### config.mk
export PLATFORM = sky130hd
export DESIGN_NAME = riscv_dp_div_ctrl
export DESIGN_NICKNAME = d
export VERILOG_FILES = /design/src/rtl/riscv_dp_div_ctrl.sv
export SDC_FILE = /design/constraint.sdc
export NUM_CORES = 1
export LEC_CHECK = 0
export ABC_AREA = 1
export CAP_MARGIN = 20
export CELL_PAD_IN_SITES_DETAIL_PLACEMENT = 0
export CELL_PAD_IN_SITES_GLOBAL_PLACEMENT = 1
export CORE_UTILIZATION = 35
export DETAILED_ROUTE_END_ITERATION = 10
export PLACE_DENSITY_LB_ADDON = 0.1
export SYNTH_ARGS = -nofsm -noshare
export SYNTH_HDL_FRONTEND = slang
export SYNTH_SLANG_ARGS = --single-unit
### constraint.sdc
create_clock -name iclk -period 7.3 [get_ports iclk]
set_clock_uncertainty 0.05 [all_clocks]
set_input_delay 1.46 -clock iclk [delete_from_list [all_inputs] [get_ports iclk]]
set_output_delay 1.46 -clock iclk [all_outputs]
set_load 0.05 [all_outputs]
### src/rtl/riscv_dp_div_ctrl.sv
// Radix-2 restoring divider sequencer for RISC-V DIV/DIVU/REM/REMU that borrows the datapath ALU for its trial subtraction.
// Optional macro RISCV_DIV_KILL_EN adds an ikill input that aborts a running operation.

`ifndef RISCV_ALU_SUB_OP
`define RISCV_ALU_SUB_OP 4'b1000
`endif

module riscv_dp_div_ctrl #(
   parameter int MP_DATA_WIDTH = 32
) (
   input  logic                     iclk,
   input  logic                     irst,
   input  logic                     istart,
`ifdef RISCV_DIV_KILL_EN
   input  logic                     ikill,
`endif
   input  logic [1:0]               iop,
   input  logic [MP_DATA_WIDTH-1:0] idividend,
   input  logic [MP_DATA_WIDTH-1:0] idivisor,
   output logic                     obusy,
   output logic                     odone,
   output logic [MP_DATA_WIDTH-1:0] oresult,
   output logic [3:0]               oalu_ctrl,
   output logic [MP_DATA_WIDTH-1:0] oalu_src_a,
   output logic [MP_DATA_WIDTH-1:0] oalu_src_b,
   input  logic [MP_DATA_WIDTH-1:0] ialu_result,
   input  logic                     ialu_carry
);

   localparam int W  = MP_DATA_WIDTH;
   localparam int CW = $clog2(W);

   typedef enum logic [2:0] {
      S_IDLE,
      S_PREP,
      S_ITER,
      S_FIX,
      S_DONE
   } state_t;

   state_t         state, state_nxt;
   logic [1:0]     op;
   logic [W-1:0]   opa, opb;
   logic [W-1:0]   div_mag;
   logic [W-1:0]   rem_r, quo_r;
   logic [CW-1:0]  cnt;
   logic           q_neg, r_neg;
   logic           kill;
   logic           is_signed;
   logic [W-1:0]   mag_a, mag_b;
   logic [W-1:0]   sel_val, fix_val;
   logic           neg_sel;

`ifdef RISCV_DIV_KILL_EN
   assign kill = ikill && (state != S_IDLE);
`else
   assign kill = 1'b0;
`endif

   // iop[0] = 0 marks the signed variants (DIV, REM)
   assign is_signed = ~op[0];
   assign mag_a     = (is_signed && opa[W-1]) ? (~opa + W'(1)) : opa;
   assign mag_b     = (is_signed && opb[W-1]) ? (~opb + W'(1)) : opb;

   assign sel_val = op[1] ? rem_r : quo_r;
   assign neg_sel = is_signed && (op[1] ? r_neg : q_neg);
   assign fix_val = neg_sel ? (~sel_val + W'(1)) : sel_val;

   always_ff @(posedge iclk or posedge irst) begin
      if (irst) state <= S_IDLE;
      else      state <= state_nxt;
   end

   // NOTE: every combinational output gets a default first so no path can infer a latch.
   always_comb begin
      state_nxt = state;
      unique case (state)
         S_IDLE: if (istart) state_nxt = S_PREP;
         S_PREP: state_nxt = (opb == '0) ? S_DONE : S_ITER;
         S_ITER: if (cnt == '0) state_nxt = S_FIX;
         S_FIX:  state_nxt = S_DONE;
         S_DONE: state_nxt = S_IDLE;
         default: state_nxt = S_IDLE;
      endcase
      if (kill) state_nxt = S_IDLE;
   end

   assign obusy      = (state != S_IDLE);
   assign odone      = (state == S_DONE) && !kill;
   assign oalu_ctrl  = `RISCV_ALU_SUB_OP;
   assign oalu_src_a = (state == S_ITER) ? {rem_r[W-2:0], quo_r[W-1]} : '0;
   assign oalu_src_b = (state == S_ITER) ? div_mag : '0;

   // NOTE: sequential state uses non-blocking assignments so all registers update from pre-edge values.
   always_ff @(posedge iclk or posedge irst) begin
      if (irst) begin
         op      <= '0;
         opa     <= '0;
         opb     <= '0;
         div_mag <= '0;
         rem_r   <= '0;
         quo_r   <= '0;
         cnt     <= '0;
         q_neg   <= 1'b0;
         r_neg   <= 1'b0;
         oresult <= '0;
      end else begin
         unique case (state)
            S_IDLE: begin
               if (istart) begin
                  op  <= iop;
                  opa <= idividend;
                  opb <= idivisor;
               end
            end
            S_PREP: begin
               div_mag <= mag_b;
               quo_r   <= mag_a;
               rem_r   <= '0;
               cnt     <= CW'(W - 1);
               q_neg   <= opa[W-1] ^ opb[W-1];
               r_neg   <= opa[W-1];
               // Divide by zero skips iteration: all-ones quotient, dividend as remainder
               if (opb == '0 && !kill) oresult <= op[1] ? opa : '1;
            end
            S_ITER: begin
               if (ialu_carry) begin
                  rem_r <= ialu_result;
                  quo_r <= {quo_r[W-2:0], 1'b1};
               end else begin
                  rem_r <= {rem_r[W-2:0], quo_r[W-1]};
                  quo_r <= {quo_r[W-2:0], 1'b0};
               end
               cnt <= cnt - CW'(1);
            end
            S_FIX: begin
               if (!kill) oresult <= fix_val;
            end
            default: ;
         endcase
      end
   end

endmodule

==> metrics <==
status=completed; area leader, netlist=dfrtp_1; Gate power share=0.566; mean number of vias per cell=4.89; cts bufs inserted=25; Worst Path Arrival=3.13 ns; RePlAce Congestion=0.880; Final setup viols=0; Die X=185 um; CP max stage cell=clkdlybuf4s50_1; final hold viol count=0; number of max-cap violations=0; top cells by area, synth=dfrtp_1, nand2_1, nor2_1; Fmax achieved=216 MHz; Synth top area share=0.435; Post-Route WL=37.7 mm; n_diodes=0; final-stage net count=1914; Synth Cell Area=11700 um2; Adder-Cell Fraction of Synth Area=0.00426; static leakage=6.79 nW; vias in the first global route=10900; PortBufs=199; min Tclk post-route=4.64 ns; Post-Synth XOR/XNOR Area=0.0231; dpl hpwl=27.6 mm; Area growth syn-to-layout=26.3%; Routed Antenna Nets=0; unrepaired setup endpoints after global routing=no; Pre-Repair DR Iteration Count=7; PwrDens=513 nW/um2; row count=66; root buf cell=clkbuf_16; Slew @ Worst Pin=1.00 ns; CORE AREA=32800 um2; largest family of logic cells by synthesized area=simple AND/OR/NAND/NOR gates; fill count=3414; H-tree depth=1; final hold slack=0.408 ns; Mapped Avg Cell Area=7.13 um2; Slew HR=0.331; global-route wire length before repair=60.5 mm; initial antenna violation count=5; synthesized instance count=1647; largest net degree at the start of global routing=90; Post-Synth Simple-Gate Area=0.276; final worst slack=2.66 ns; post-synthesis register bit count=204; crit end category=primary output; cell-internal power=3.73 mW; DRC Markers=0; Critical Path Fanout Max=89; net switching power=3.87 mW; Vias=11100; mux cell area share after synthesis=0.00479; worst min path class=register to register; Max IR drop VDD=0.233 mV; Net Sw Frac=0.510; setup repair bufs after CTS=0; share of the yosys chip area belonging to registers=0.435; Clock Tree Buf Depth=3; latest clock arrival within the worst-skew pair=0.54 ns; post_cts resized=0; Clk pwr share=0.159; biggest cell delay along the critical path=0.85 ns; Die Ht=185 um; effective utilization at floorplan=0.358; crit share post-route=0.635; DR WL/cell=16.6 um; cell mode on critical path=nor2_1; GRT Total Usage=0.226; clock-pin slew on the worst setup and hold paths=0.06 ns; TNS Setup=0 ns; Final Max Slew Viols=0; Flop pwr share=0.276; Die ar.=34300 um2; Iter 0 DRT Violations=676; dpl ws=3.17 ns; layout cell share with drive strength beyond 1=0.0553; clk sinks=204; I/O pin count=204; grt ovf=0; CP Data Required Time=5.79 ns; Synth cell types=45; CTS tree=done; CTS Hold Bufs=0; cell area after layout=14800 um2; crit-path cells=nor2_1 -> nand2_4 -> nor2_1 -> clkdlybuf4s50_1; Compound-Gate Fraction of Synth Area=0.159; crit path kind=register to primary output; Tot Pwr=7.60 mW; synth warn=0; CP startpoint kind=register; Cell Area, Placed=14000 um2
-- synthesized netlist by cell type, drive strengths merged --
cell      n
and2      1
dfrtp   204
ha        4
or2       2
o211ai    8
o22ai    46
xor2     29
nor3     14
nand3b    5
o21bai    8
o31ai     3
a21oi    90
a22oi     1
inv     205
a31o      2
nand2   392
a221o     1
nand3    95
nor3b     1
mux2      5
nor2    258
a31oi     5
o21ai   156
clkinv    2
a21o      1
conb      2
nor4      3
nand4    11
buf      30
xnor2     2
clkbuf   49
o221ai   12
-- power by group through the flow --
stage / Clock, mW / Combinational [mW] / Sequential (mW)
floorplan: 0 / 2.84 / 2.28
global placement: 0 / 4.31 / 2.09
detailed placement: 0 / 4.32 / 2.11
CTS: 1.24 / 4.35 / 2.09
global route: 1.28 / 4.83 / 2.17
finish: 1.21 / 4.30 / 2.09
-- logic make-up (layout without fill, tap and decap cells) --
kind of cell             Yosys count  after routing
adder cells (fa/ha/maj)            4              4
flip-flops                       204            204
XOR/XNOR                          31             31
multiplexers                       5              5
buffers and inverters            286            464
other                              2              4
AND/OR/NAND/NOR                  782            782
AO/OA/AOI/OAI                    333            333
-- flip-flops by register name, indices dropped and copies added (netlist names) --
| signal | cells |
|---|---|
| div_mag | 32 |
| opa | 32 |
| opb | 32 |
| oresult | 32 |
| quo_r | 32 |
| rem_r | 32 |
| cnt | 5 |
| state | 3 |
| op | 2 |
| q_neg | 1 |
| r_neg | 1 |
-- final timing paths --
path / start / to / slack, ns / cells past startpoint
worst max-delay path: state[0] / oalu_src_a[8] / 2.66 / 4
min in group asynchronous: irst / opa[2] / 1.34 / 2
worst max register to register: state[2] / quo_r[23] / 3.32 / 11
max in group asynchronous: irst / oresult[19] / 4.56 / 3
worst min register to register: state[2] / state[0] / 0.41 / 1
worst min-delay path: state[2] / state[0] / 0.41 / 1
-- per-stage QoR --
stage | cells | util
final | 2269 | 0.452
after CTS | 2269 | 0.452
after detailed placement | 2223 | 0.429
after global placement | 2223 | 0.429
after global routing | 2269 | 0.452
after floorplan | 1649 | -
-- cells in the final DEF (no fill, tap or decap), types with 6 or more instances in the layout --
cell               n
o221ai_1          12
xor2_1            29
clkdlybuf4s50_1  199
clkbuf_16         25
nand3_1           92
clkbuf_1          10
nand4_1           11
o21ai_1           25
dfrtp_1          204
inv_1            199
o211ai_1           8
nor3_1            13
o22ai_1           46
o21ai_0          127
clkinv_2           6
a21oi_1           90
nor2_1           243
o21bai_1           8
nand2_1          377
nand2_2           12
buf_4             12
nor2_2            12
-- final cells by class --
cell class                      instances  area (um2)  share of cell area
Clock buffer                           38         704              0.0475
Clock inverter                          8        80.1             0.00540
Timing Repair Buffer                  211        2080               0.140
Multi-Input combinational cell       1159        5530               0.372
Inverter                              207         785              0.0529
Sequential cell                       204        5100               0.344
Tap cell                              442         553              0.0373
-- critical path, delay by kind of cell (launching register included) --
kind	cells	cell delay (ns)
and+or+nand+nor	3	1.31
buffers and inverters	1	0.85
DFF	1	0.40
-- per-layer routing --
layer | wire length, um | track usage
met1 | 17700 | 0.305
met2 | 16900 | 0.370
met3 | 2130 | 0.0411
met4 | 897 | 0.0575
met5 | 63 | 0
Power figures use the tool's default switching activity.
